[config.mk]
export PLATFORM = sky130hd
export DESIGN_NAME = uart_rx_deser_flat
export DESIGN_NICKNAME = d
export VERILOG_FILES = /design/src/rtl/uart_rx_deser_if.sv /design/src/rtl/uart_rx_deser.sv /design/src/flat_wrapper.sv
export SDC_FILE = /design/constraint.sdc
export NUM_CORES = 1
export LEC_CHECK = 0
export CORE_MARGIN = 4
export CORE_UTILIZATION = 49
export CTS_CLUSTER_SIZE = 24
export DETAILED_ROUTE_END_ITERATION = 16
export PLACE_DENSITY = 0.71
export SYNTH_ARGS = -nofsm -noshare
export SYNTH_HDL_FRONTEND = slang
export SYNTH_SLANG_ARGS = --single-unit
[constraint.sdc]
create_clock -name clk -period 1.6 [get_ports clk]
set_clock_uncertainty 0.05 [all_clocks]
set_input_delay 0.32 -clock clk [delete_from_list [all_inputs] [get_ports clk]]
set_output_delay 0.32 -clock clk [all_outputs]
set_load 0.02 [all_outputs]
[src/rtl/uart_rx_deser_if.sv]
// Parallel-side bundle of the UART RX deserializer: serial bit in, assembled word out.
interface uart_rx_deser_if #(
  parameter int DATA_WIDTH = 8
);
  logic                  sampled_bit;
  logic                  deser_en;
  logic [DATA_WIDTH-1:0] p_data;
  logic                  p_data_ready;

  modport master (
    output sampled_bit,
    output deser_en,
    input  p_data,
    input  p_data_ready
  );

  modport slave (
    input  sampled_bit,
    input  deser_en,
    output p_data,
    output p_data_ready
  );
endinterface

[src/rtl/uart_rx_deser.sv]
// UART RX serial-to-parallel: one bit per enabled clk, LSB first; word + 1-cycle strobe
// on the edge sampling the last bit (zero extra latency); deser_en low simply stalls the frame.
module uart_rx_deser #(
  parameter int DATA_WIDTH = 8
) (
  input  logic          clk,
  input  logic          rst,
  uart_rx_deser_if.slave rx
);
  localparam int                CW   = $clog2(DATA_WIDTH + 1);
  localparam logic [CW-1:0]     LAST = CW'(DATA_WIDTH - 1);

  if (DATA_WIDTH < 5 || DATA_WIDTH > 9) begin : g_bad_width
    $error("uart_rx_deser: DATA_WIDTH must be in 5..9");
  end

  logic [DATA_WIDTH-1:0] shift_reg_q, shift_reg_d;
  logic [DATA_WIDTH-1:0] p_data_q, p_data_d;
  logic [CW-1:0]         bit_count_q, bit_count_d;
  logic                  ready_q, ready_d;
  logic [DATA_WIDTH-1:0] shifted;

  always_comb begin
    shifted     = {rx.sampled_bit, shift_reg_q[DATA_WIDTH-1:1]};
    shift_reg_d = shift_reg_q;
    p_data_d    = p_data_q;
    bit_count_d = bit_count_q;
    ready_d     = 1'b0;
    if (rx.deser_en) begin
      shift_reg_d = shifted;
      // The completed word is taken from the shift result directly so it appears on this edge.
      if (bit_count_q == LAST) begin
        bit_count_d = '0;
        p_data_d    = shifted;
        ready_d     = 1'b1;
      end else begin
        bit_count_d = bit_count_q + 1'b1;
      end
    end
  end

  always_ff @(posedge clk or negedge rst) begin
    if (!rst) begin
      shift_reg_q <= '0;
      p_data_q    <= '0;
      bit_count_q <= '0;
      ready_q     <= 1'b0;
    end else begin
      shift_reg_q <= shift_reg_d;
      p_data_q    <= p_data_d;
      bit_count_q <= bit_count_d;
      ready_q     <= ready_d;
    end
  end

  assign rx.p_data       = p_data_q;
  assign rx.p_data_ready = ready_q;
endmodule

[src/flat_wrapper.sv]
// flat-port wrapper written by rule: the top's interface ports become plain ports
module uart_rx_deser_flat 
#(
  parameter int DATA_WIDTH = 8
)
  (clk, rst, rx_sampled_bit, rx_deser_en, rx_p_data, rx_p_data_ready);
  uart_rx_deser_if #(.DATA_WIDTH(DATA_WIDTH)) rx_i ();
  input  logic clk;
  input  logic rst;
  input wire logic [$bits(rx_i.sampled_bit)-1:0] rx_sampled_bit;
  input wire logic [$bits(rx_i.deser_en)-1:0] rx_deser_en;
  output wire logic [$bits(rx_i.p_data)-1:0] rx_p_data;
  output wire logic [$bits(rx_i.p_data_ready)-1:0] rx_p_data_ready;
  assign rx_i.sampled_bit = rx_sampled_bit;
  assign rx_i.deser_en = rx_deser_en;
  assign rx_p_data = rx_i.p_data;
  assign rx_p_data_ready = rx_i.p_data_ready;
  uart_rx_deser #(.DATA_WIDTH(DATA_WIDTH)) u_core (.clk(clk), .rst(rst), .rx(rx_i));
endmodule
Yosys cells after proc, flatten, opt, wreduce, memory -nomap -nowiden
Index checks and enable logic that the tools add are counted.
{"block": "classes", "n_addsub": 1, "n_eq_ne": 1, "n_mux": 3, "n_reduce_logical": 1}
{"op": "4-bit by 1-bit adder with 4-bit output (second input constant)", "count": 1}
{"op": "4-bit by 3-bit equality test with 1-bit output (second input constant)", "count": 1}
{"op": "4-bit 2-to-1 mux", "count": 1}
{"op": "1-bit 2-to-1 mux", "count": 2}
{"op": "2-bit AND reduction", "count": 1}
{"block": "word_totals", "register_bits": 21, "output_inout_bits": 9, "elab_cells": 10}

Depth between registers and ports, before layout
Gate-level depths: netlist (run 1).
{"block": "depth", "depth_word": 3, "ltp_mapped": 3, "ltp_nobuf": 3}

Worst setup path after synthesis (run 1)
Ideal clock, no wire load.
{"block": "synth_timing", "kind": "reg2reg", "start": "register u_core.bit_count_q[0]", "end": "register u_core.p_data_q[0] (netlist: u_core.rx.p_data[0])", "setup_ns": 0.125, "arrival_ns": 1.126, "required_time_ns": 1.425, "slack_ns": 0.299, "stages_incl_launch_ff": 4, "synth_period_minus_slack_ns": 1.301, "cell_sequence": "dfrtp_1 -> ha_1 -> nand4b_4 -> mux2_2"}
{"block": "synth_between", "elab_chain_cells": 2}
{"item": "start, declared", "line": "uart_rx_deser.sv:19", "source": "logic [CW-1:0] bit_count_q, bit_count_d;"}
{"item": "start signal, assigned", "line": "uart_rx_deser.sv:51", "source": "bit_count_q <= bit_count_d;"}
{"item": "4-bit by 3-bit equality test with 1-bit output", "line": "uart_rx_deser.sv:32", "source": "if (bit_count_q == LAST) begin"}
{"item": "2-bit AND reduction (no source line)"}
{"item": "end signal, assigned", "line": "uart_rx_deser.sv:50", "source": "p_data_q <= p_data_d;"}
{"item": "end, declared", "line": "uart_rx_deser.sv:18", "source": "logic [DATA_WIDTH-1:0] p_data_q, p_data_d;"}
No other way between the ends.
A chain may end at the register's enable or synchronous reset.

Worst setup path after layout (run 1)
{"block": "layout_timing", "start": "register u_core.bit_count_q[0]", "end": "register u_core.p_data_q[2] (netlist: u_core.rx.p_data[2])"}
The elaborated chain is that of the path after synthesis.

==> flow_summary.ini, run 1 <==
[logic_synthesis]
synthesis.area_um2 = 787
ys_seq_elements = 20
yosysTopAreaCell = dfrtp_1
synth_cell_types = 13
synth_nets = 54
ys_warn_count = 0
seq_area_frac_synth_pct = 63.6
synth_area_per_cell_um2 = 16.1
postSynthCellCount = 49
synth_top_area_share_pct = 63.6
ys_top_cells_by_area = dfrtp_1 64%, mux2_2 24%, nand4b_4 3.0%

[clocking]
clk_pin_slew_worst_paths_ns = 0.11
numClockSinks = 20
cts_hold_buf = 0
cts_buffer_depth = 2
worstSkewPairLatency_ns = 0.29
post_cts_buffers = 0
cts.root.buffer_cell = clkbuf_4
htree_levels = 1
numCtsBuffers = 3
cts_tree = built

[critical_path]
path_cells = ha_1 -> nand4b_4 -> mux2_2
crit_path_start_kind = flop
critPathTopFamily = flip-flops
critPathMaxStageDelay_ns = 0.43
critPathRequiredTime_ns = 1.73
cp-end-kind = flop
worst-setup-path-type = flop to flop
r2r_slack_ns = 0.17
r2r_cells = 3
rr_startpoint = u_core.bit_count_q[0]
crit_arrival_ns = 1.56
rr_endpoint = u_core.rx.p_data[2]
cp_max_fo = 9
worst-path-buf-inv = 0
crit_slowest_cell = dfrtp_1

[layout]
area_growth_pct = 23.2
mostFrequentLayoutCells = 20 x dfrtp_1, 17 x mux2_2, 9 x dlygate4sd2_1
diodes = 0
drive_above_1_share_pct = 38.8
final_cells = 83
layout_commonest_cell = dfrtp_1
nets = 73

[routing]
vias = 424
drcViolationCount = 0
ant_nets = 0
drt_iter0_markers = 3
firstDrtPassIters = 3
viasPerCell = 5.11
wl_per_cell_um = 14.1
wl_mm = 1.17

[pwr]
switching_power_uw = 533
pwr-share-seq_pct = 49.0
combPwrFrac_pct = 34.0
swShare_pct = 32.0
powerDensity_mw_per_mm2 = 1720
power_leakage_uw = 0.000478
ir_drop_v = 0.00103
power.internal_uw = 1130
clock_power_share_pct = 17.0

[worst_hold_path]
min-delay-path-class = primary input to async pin

[die]
die_y_um = 48.1
start_util_pct = 52.2
fp-row-count = 14
fp.dieArea_mm2 = 0.00231
core_area_mm2 = 0.00151
ioPinCount = 13
die_w_um = 48.1

[timing]
min_period_ns = 1.43
slew_headroom_pct = 83.2
fmax_mhz = 700
finalMaxSlewViolations = 0
setup_violations = 0
rsz0062_at_grt = no
finalHoldViolCount = 0
period_share_pct = 89.3
hold_slack_ns = 0.309
worstMarginPinSlew_ns = 0.252

[outcome]
status = complete, no violations

[global_routing]
grt_usage_pct = 12.0
grt_pass1_wl_mm = 1.90
grt_max_degree = 21
grt_overflow_total = 0
antenna_found_initial = 0
grt_pass1_vias = 414

[placement]
portBuffers = 12
dpl.cell_count = 79
place_congestion = 0.719
place_hpwl_um = 811

[run]
cap_violations = 0
power by group through the flow:
stage	Combinational [uW]	Sequential, uW	Clock [uW]
6_report	567	817	283
5_1_grt	619	844	313
4_1_cts	577	819	296
3_5_place_dp	644	832	0
3_3_place_gp	634	825	0
2_1_floorplan	258	936	0
sequential cells by signal, summed over array words and instances (netlist names):
register and flops:
u_core.shift_reg_q 7, u_core.bit_count_q 4, u_core.rx.p_data_ready 1, u_core.rx.p_data 8
what timing repair did:
| action | 4_1_cts | 5_1_grt |
|---|---|---|
| endpoints found under the setup margin | 9 | 0 |
| hold endpoints to repair | 0 | 0 |
| resized for setup | 9 | 0 |
metal layers:
layer | global-route usage (%) | part of all wire, % | up-vias
met5 | 0 | 0 | -
met4 | 1.61 | 0 | 0
met3 | 3.38 | 3.4 | 0
met2 | 18.5 | 47 | 7
met1 | 17.3 | 50 | 210
li1 | - | - | 207
stage by stage:
stage / setup TNS, ns / power, uW / setup slack [ns] / cell area [um2] / utilization [%]
floorplan: 0 / 1190 / 0.299 / 787 / -
global placement: -0.102 / 1460 / -0.0114 / 945 / 62.7
detailed placement: -0.209 / 1480 / -0.0248 / 945 / 62.7
CTS: 0 / 1690 / 0.157 / 970 / 64.4
global route: 0 / 1780 / 0.137 / 970 / 64.4
finish: 0 / 1670 / 0.172 / 970 / 64.4
cell families (layout without fill, tap and decap cells):
logic type,count (synthesis),in the layout,share of synthesized area [%]
mux,17,17,24.3
buf+inv,2,20,1.11
compound gates,1,1,0.635
simple gates,7,7,7.63
fa+ha+maj,1,1,1.59
flops,20,20,63.6
xor+xnor,1,1,1.11
cell type report:
type / count / area, um2
repair buffers: 15 / 131
flip-flops and latches: 20 / 500
well taps: 16 / 20.0
multi-input cells: 27 / 278
clock buffers: 4 / 36.3
fillers: 130 / 537
inverters: 1 / 3.75
synth_stat cells:
cell type and instances:
dfrtp_1 20, mux2_2 17, nand2b_1 2, and3b_2 1
buf_2 1, ha_1 1, inv_1 1, nand2_1 1
nand4_1 1, nand4b_4 1, nor2_1 1, o21ai_0 1
xnor2_1 1
worst max-delay path by stage:
stage,from,to,slack [ns],cells after the start
floorplan,u_core.bit_count_q[0],u_core.rx.p_data[0],0.30,3
global placement,rx_deser_en,u_core.shift_reg_q[6],-0.01,3
detailed placement,rx_deser_en,u_core.rx.p_data[6],-0.02,3
CTS,u_core.bit_count_q[0],u_core.rx.p_data[2],0.16,3
global route,u_core.bit_count_q[0],u_core.rx.p_data[2],0.14,3
finish,u_core.bit_count_q[0],u_core.rx.p_data[2],0.17,3
(Power assumes the default switching activity.)
==> inputs of run 2 (changes only) <==
--- a/config.mk
+++ b/config.mk
@@ -10,6 +10,7 @@
 export CTS_CLUSTER_SIZE = 24
 export DETAILED_ROUTE_END_ITERATION = 16
 export PLACE_DENSITY = 0.71
+export SKIP_CTS_REPAIR_TIMING = 1
 export SYNTH_ARGS = -nofsm -noshare
 export SYNTH_HDL_FRONTEND = slang
 export SYNTH_SLANG_ARGS = --single-unit
==> flow_summary.ini, run 2 (same netlist as run 1, synthesis figures left out) <==
[outcome]
status = complete, no violations

[routing]
ant_nets = 0
drcViolationCount = 0
drt_iter0_markers = 3
vias = 423
wl_mm = 1.19
viasPerCell = 5.10
wl_per_cell_um = 14.3
firstDrtPassIters = 3

[layout]
diodes = 0
mostFrequentLayoutCells = 20 x dfrtp_1, 17 x mux2_2, 9 x dlymetal6s2s_1
largest_reg_flops = 8
seqCellArea_um2 = 500
nets = 73
fill_cells = 122
drive_above_1_share_pct = 38.8
multi_input_area_um2 = 278
layout_commonest_cell = dfrtp_1
final_core_util_pct = 66.6
area_growth_pct = 27.5

[timing]
setup_violations = 0
period_share_pct = 89.3
worstMarginPinSlew_ns = 0.252
slew_headroom_pct = 83.2
rsz0062_at_grt = no
finalHoldViolCount = 0
finalMaxSlewViolations = 0
min_period_ns = 1.43
fmax_mhz = 700

[placement]
place_hpwl_um = 811
place_congestion = 0.719
portBuffers = 12

[critical_path]
path_cells = ha_1 -> nand4b_4 -> mux2_2
critPathMaxStageDelay_ns = 0.43
cp-end-kind = flop
cp_max_fo = 9
worst-path-buf-inv = 0
crit_path_start_kind = flop
critPathTopFamily = flip-flops
worst-setup-path-type = flop to flop
crit_slowest_cell = dfrtp_1
critPathRequiredTime_ns = 1.73
crit_arrival_ns = 1.56

[global_routing]
grt_pass1_vias = 414
grt_pass1_wl_mm = 1.90
grt_usage_pct = 12.0
grt_max_degree = 21
antenna_found_initial = 0
grt_overflow_total = 0

[clocking]
numCtsBuffers = 3
cts_buffer_depth = 2
cts_tree = built
worstSkewPairLatency_ns = 0.29
clk_pin_slew_worst_paths_ns = 0.11
numClockSinks = 20
cts.root.buffer_cell = clkbuf_4
htree_levels = 1

[pwr]
ir_drop_v = 0.00103
power_leakage_uw = 0.000568
power_uw = 1720
powerDensity_mw_per_mm2 = 1710

[die]
die_w_um = 48.1
core_area_mm2 = 0.00151
start_util_pct = 52.2
die_y_um = 48.1
fp.dieArea_mm2 = 0.00231
ioPinCount = 13
fp-row-count = 14

[run]
cap_violations = 0

[worst_hold_path]
min-delay-path-class = primary input to async pin
## run 2: cell count changes in the layout (fill, tap and decap cells not counted)
cell | previous run | this run
dlygate4sd2_1 | 9 | 0
dlymetal6s2s_1 | 0 | 9
## run 2: worst register-to-register path, stage by stage, from the launching register on
cell      delay [ns]
dfrtp_1         0.43
ha_1            0.28
nand4b_4        0.20
mux2_2          0.37
## run 2: worst paths after layout
path	start	to	slack [ns]	cells past startpoint
worst min-delay path	rst	u_core.bit_count_q[2]	0.31	2
min in group clk	u_core.rx.p_data[1]	u_core.rx.p_data[1]	0.46	1
worst max-delay path	u_core.bit_count_q[0]	u_core.rx.p_data[2]	0.17	3
worst max register to register	u_core.bit_count_q[0]	u_core.rx.p_data[2]	0.17	3
worst min register to register	u_core.rx.p_data[1]	u_core.rx.p_data[1]	0.46	1
max in group asynchronous	rst	u_core.rx.p_data_ready	0.99	2
## run 2: where the power goes
group / switching (uW) / total [uW] / internal (uW)
sequential: 120 / 816 / 696
combinational: 268 / 619 / 350
clock: 144 / 283 / 138
total: 533 / 1720 / 1180
## run 2: routing by layer
metal	routed length (um)	track usage [%]
met3	46	3.38
met5	0	0
met4	0	1.61
met1	585	17.3
met2	553	18.5
## run 2: area by class of cell
cell class                      instances  area share [%]
Sequential cell                        20            49.9
Multi-Input combinational cell         27            27.7
Timing Repair Buffer                   15            16.5
Clock buffer                            4            3.62
Tap cell                               16            2.00
Inverter                                1           0.374
## run 2: stage by stage
step,hold WS [ns],cells,cell area (um2),TNS (ns),setup WS [ns]
3_5_place_dp,0.442,79,945,-0.209,-0.0248
2_1_floorplan,-0.0256,49,787,0,0.299
5_1_grt,0.314,83,1000,0,0.137
6_report,0.309,83,1000,0,0.171
4_1_cts,0.311,83,981,-0.292,-0.0647
3_3_place_gp,0.440,79,945,-0.102,-0.0114
==> inputs of run 3 (changes only) <==
--- a/config.mk
+++ b/config.mk
@@ -6,10 +6,10 @@
 export NUM_CORES = 1
 export LEC_CHECK = 0
 export CORE_MARGIN = 4
-export CORE_UTILIZATION = 49
+export CORE_UTILIZATION = 45
 export CTS_CLUSTER_SIZE = 24
 export DETAILED_ROUTE_END_ITERATION = 16
-export PLACE_DENSITY = 0.71
+export PLACE_DENSITY = 0.69
 export SKIP_CTS_REPAIR_TIMING = 1
 export SYNTH_ARGS = -nofsm -noshare
 export SYNTH_HDL_FRONTEND = slang
==> constraint.sdc (replaced) <==
create_clock -name clk -period 1.3 [get_ports clk]
set_clock_uncertainty 0.05 [all_clocks]
set_input_delay 0.26 -clock clk [delete_from_list [all_inputs] [get_ports clk]]
set_output_delay 0.26 -clock clk [all_outputs]
set_load 0.1 [all_outputs]
==> flow_summary.ini, run 3 (same netlist as run 1, synthesis figures left out) <==
[outcome]
status = complete, no violations

[critical_path]
rr_endpoint = u_core.rx.p_data[1]
cp-end-kind = flop
cp_max_fo = 5
r2r_cells = 3
crit_path_start_kind = flop
worst-setup-path-type = flop to flop
crit_arrival_ns = 1.41
r2r_slack_ns = 0.03
critPathRequiredTime_ns = 1.43
rr_startpoint = u_core.bit_count_q[0]

[routing]
vias = 450
drt_iter0_markers = 1
firstDrtPassIters = 3
drcViolationCount = 0
ant_nets = 0
wl_mm = 1.30
wl_per_cell_um = 14.8
viasPerCell = 5.11

[layout]
mostFrequentLayoutCells = 17 x mux2_2, 12 x dfrtp_1, 9 x buf_12, 8 x dfrtp_2, 7 x buf_4
largest_reg_flops = 8
diodes = 0
area_growth_pct = 46.1
layout_commonest_cell = mux2_2
stdcell_area_mm2 = 0.00115
nets = 78
drive_above_1_share_pct = 68.1

[timing]
min_period_ns = 1.27
fmax_mhz = 786
slew_headroom_pct = 81.1
finalMaxSlewViolations = 0
setup_violations = 0
finalHoldViolCount = 0
period_share_pct = 97.9
worstMarginPinSlew_ns = 0.284

[worst_hold_path]
min-delay-path-class = primary input to async pin

[placement]
place_congestion = 0.711
dpl_cell_area_mm2 = 0.00107
place_hpwl_um = 831
portBuffers = 12

[clocking]
cts.root.buffer_cell = clkbuf_4
numClockSinks = 20
cts_buffer_depth = 2
numCtsBuffers = 3
worstSkewPairLatency_ns = 0.29
htree_levels = 1
cts_tree = built
clk_pin_slew_worst_paths_ns = 0.11

[die]
start_util_pct = 49.9
die_y_um = 49.8
fp.dieArea_mm2 = 0.00248
fp-row-count = 14
die_w_um = 49.8
core_area_mm2 = 0.00158
ioPinCount = 13

[global_routing]
grt_pass1_wl_mm = 2.19
antenna_found_initial = 0
grt_max_degree = 21
grt_usage_pct = 11.4
grt_pass1_vias = 477
grt_overflow_total = 0

[run]
cap_violations = 0
run 3: cell types whose count changed in the layout (fill, tap and decap cells not counted):
cell	change
dlymetal6s2s_1	-8
ha_4	+1
ha_1	-1
buf_12	+9
dfrtp_2	+8
nand4b_4	+1
buf_4	+4
dfrtp_1	-8
clkdlybuf4s50_1	-1
run 3: critical path, cell delays in order, from the launching register on:
cell and delay (ns):
dfrtp_1 0.43, ha_4 0.20, nand4b_4 0.13, mux2_2 0.35
run 3: metal layers:
metal,part of all wire [%],GRT usage (%),vias to the layer above
met1,45,15.5,221
li1,-,-,220
met3,4.0,4.22,0
met5,0,0,-
met4,0,1.38,0
met2,50,17.8,9
run 3: final cells by class:
type / count / area (um2)
clock buffers: 4 / 36.3
fillers: 107 / 427
inverters: 1 / 3.75
multi-input cells: 28 / 314
flip-flops and latches: 20 / 510
well taps: 16 / 20.0
repair buffers: 19 / 265
run 3: stage by stage:
stage / std cells / worst slack, ns / hold slack [ns] / utilization (%) / TNS, ns
floorplan: 49 / 0.0481 / -0.0856 / - / 0
global placement: 82 / -0.232 / 0.453 / 67.9 / -3.71
detailed placement: 82 / -0.235 / 0.456 / 67.9 / -3.79
CTS: 86 / -0.00817 / 0.250 / 70.2 / -0.0300
global route: 88 / -0.00530 / 0.260 / 72.9 / -0.0113
finish: 88 / 0.0270 / 0.254 / 72.9 / 0
run 3: worst max-delay path by stage:
stage                           from                   to  slack, ns
6_report       u_core.bit_count_q[0]  u_core.rx.p_data[1]       0.03
5_1_grt        u_core.bit_count_q[0]  u_core.rx.p_data[7]     -0.005
4_1_cts        u_core.bit_count_q[0]  u_core.rx.p_data[6]     -0.008
3_5_place_dp             rx_deser_en  u_core.rx.p_data[1]      -0.23
3_3_place_gp             rx_deser_en  u_core.rx.p_data[5]      -0.23
2_1_floorplan  u_core.bit_count_q[0]  u_core.rx.p_data[0]       0.05
Power of run 3 is left out: the tool's default activity adds up to more than one toggle a clock period on the data nets, which glitch-free logic cannot reach.
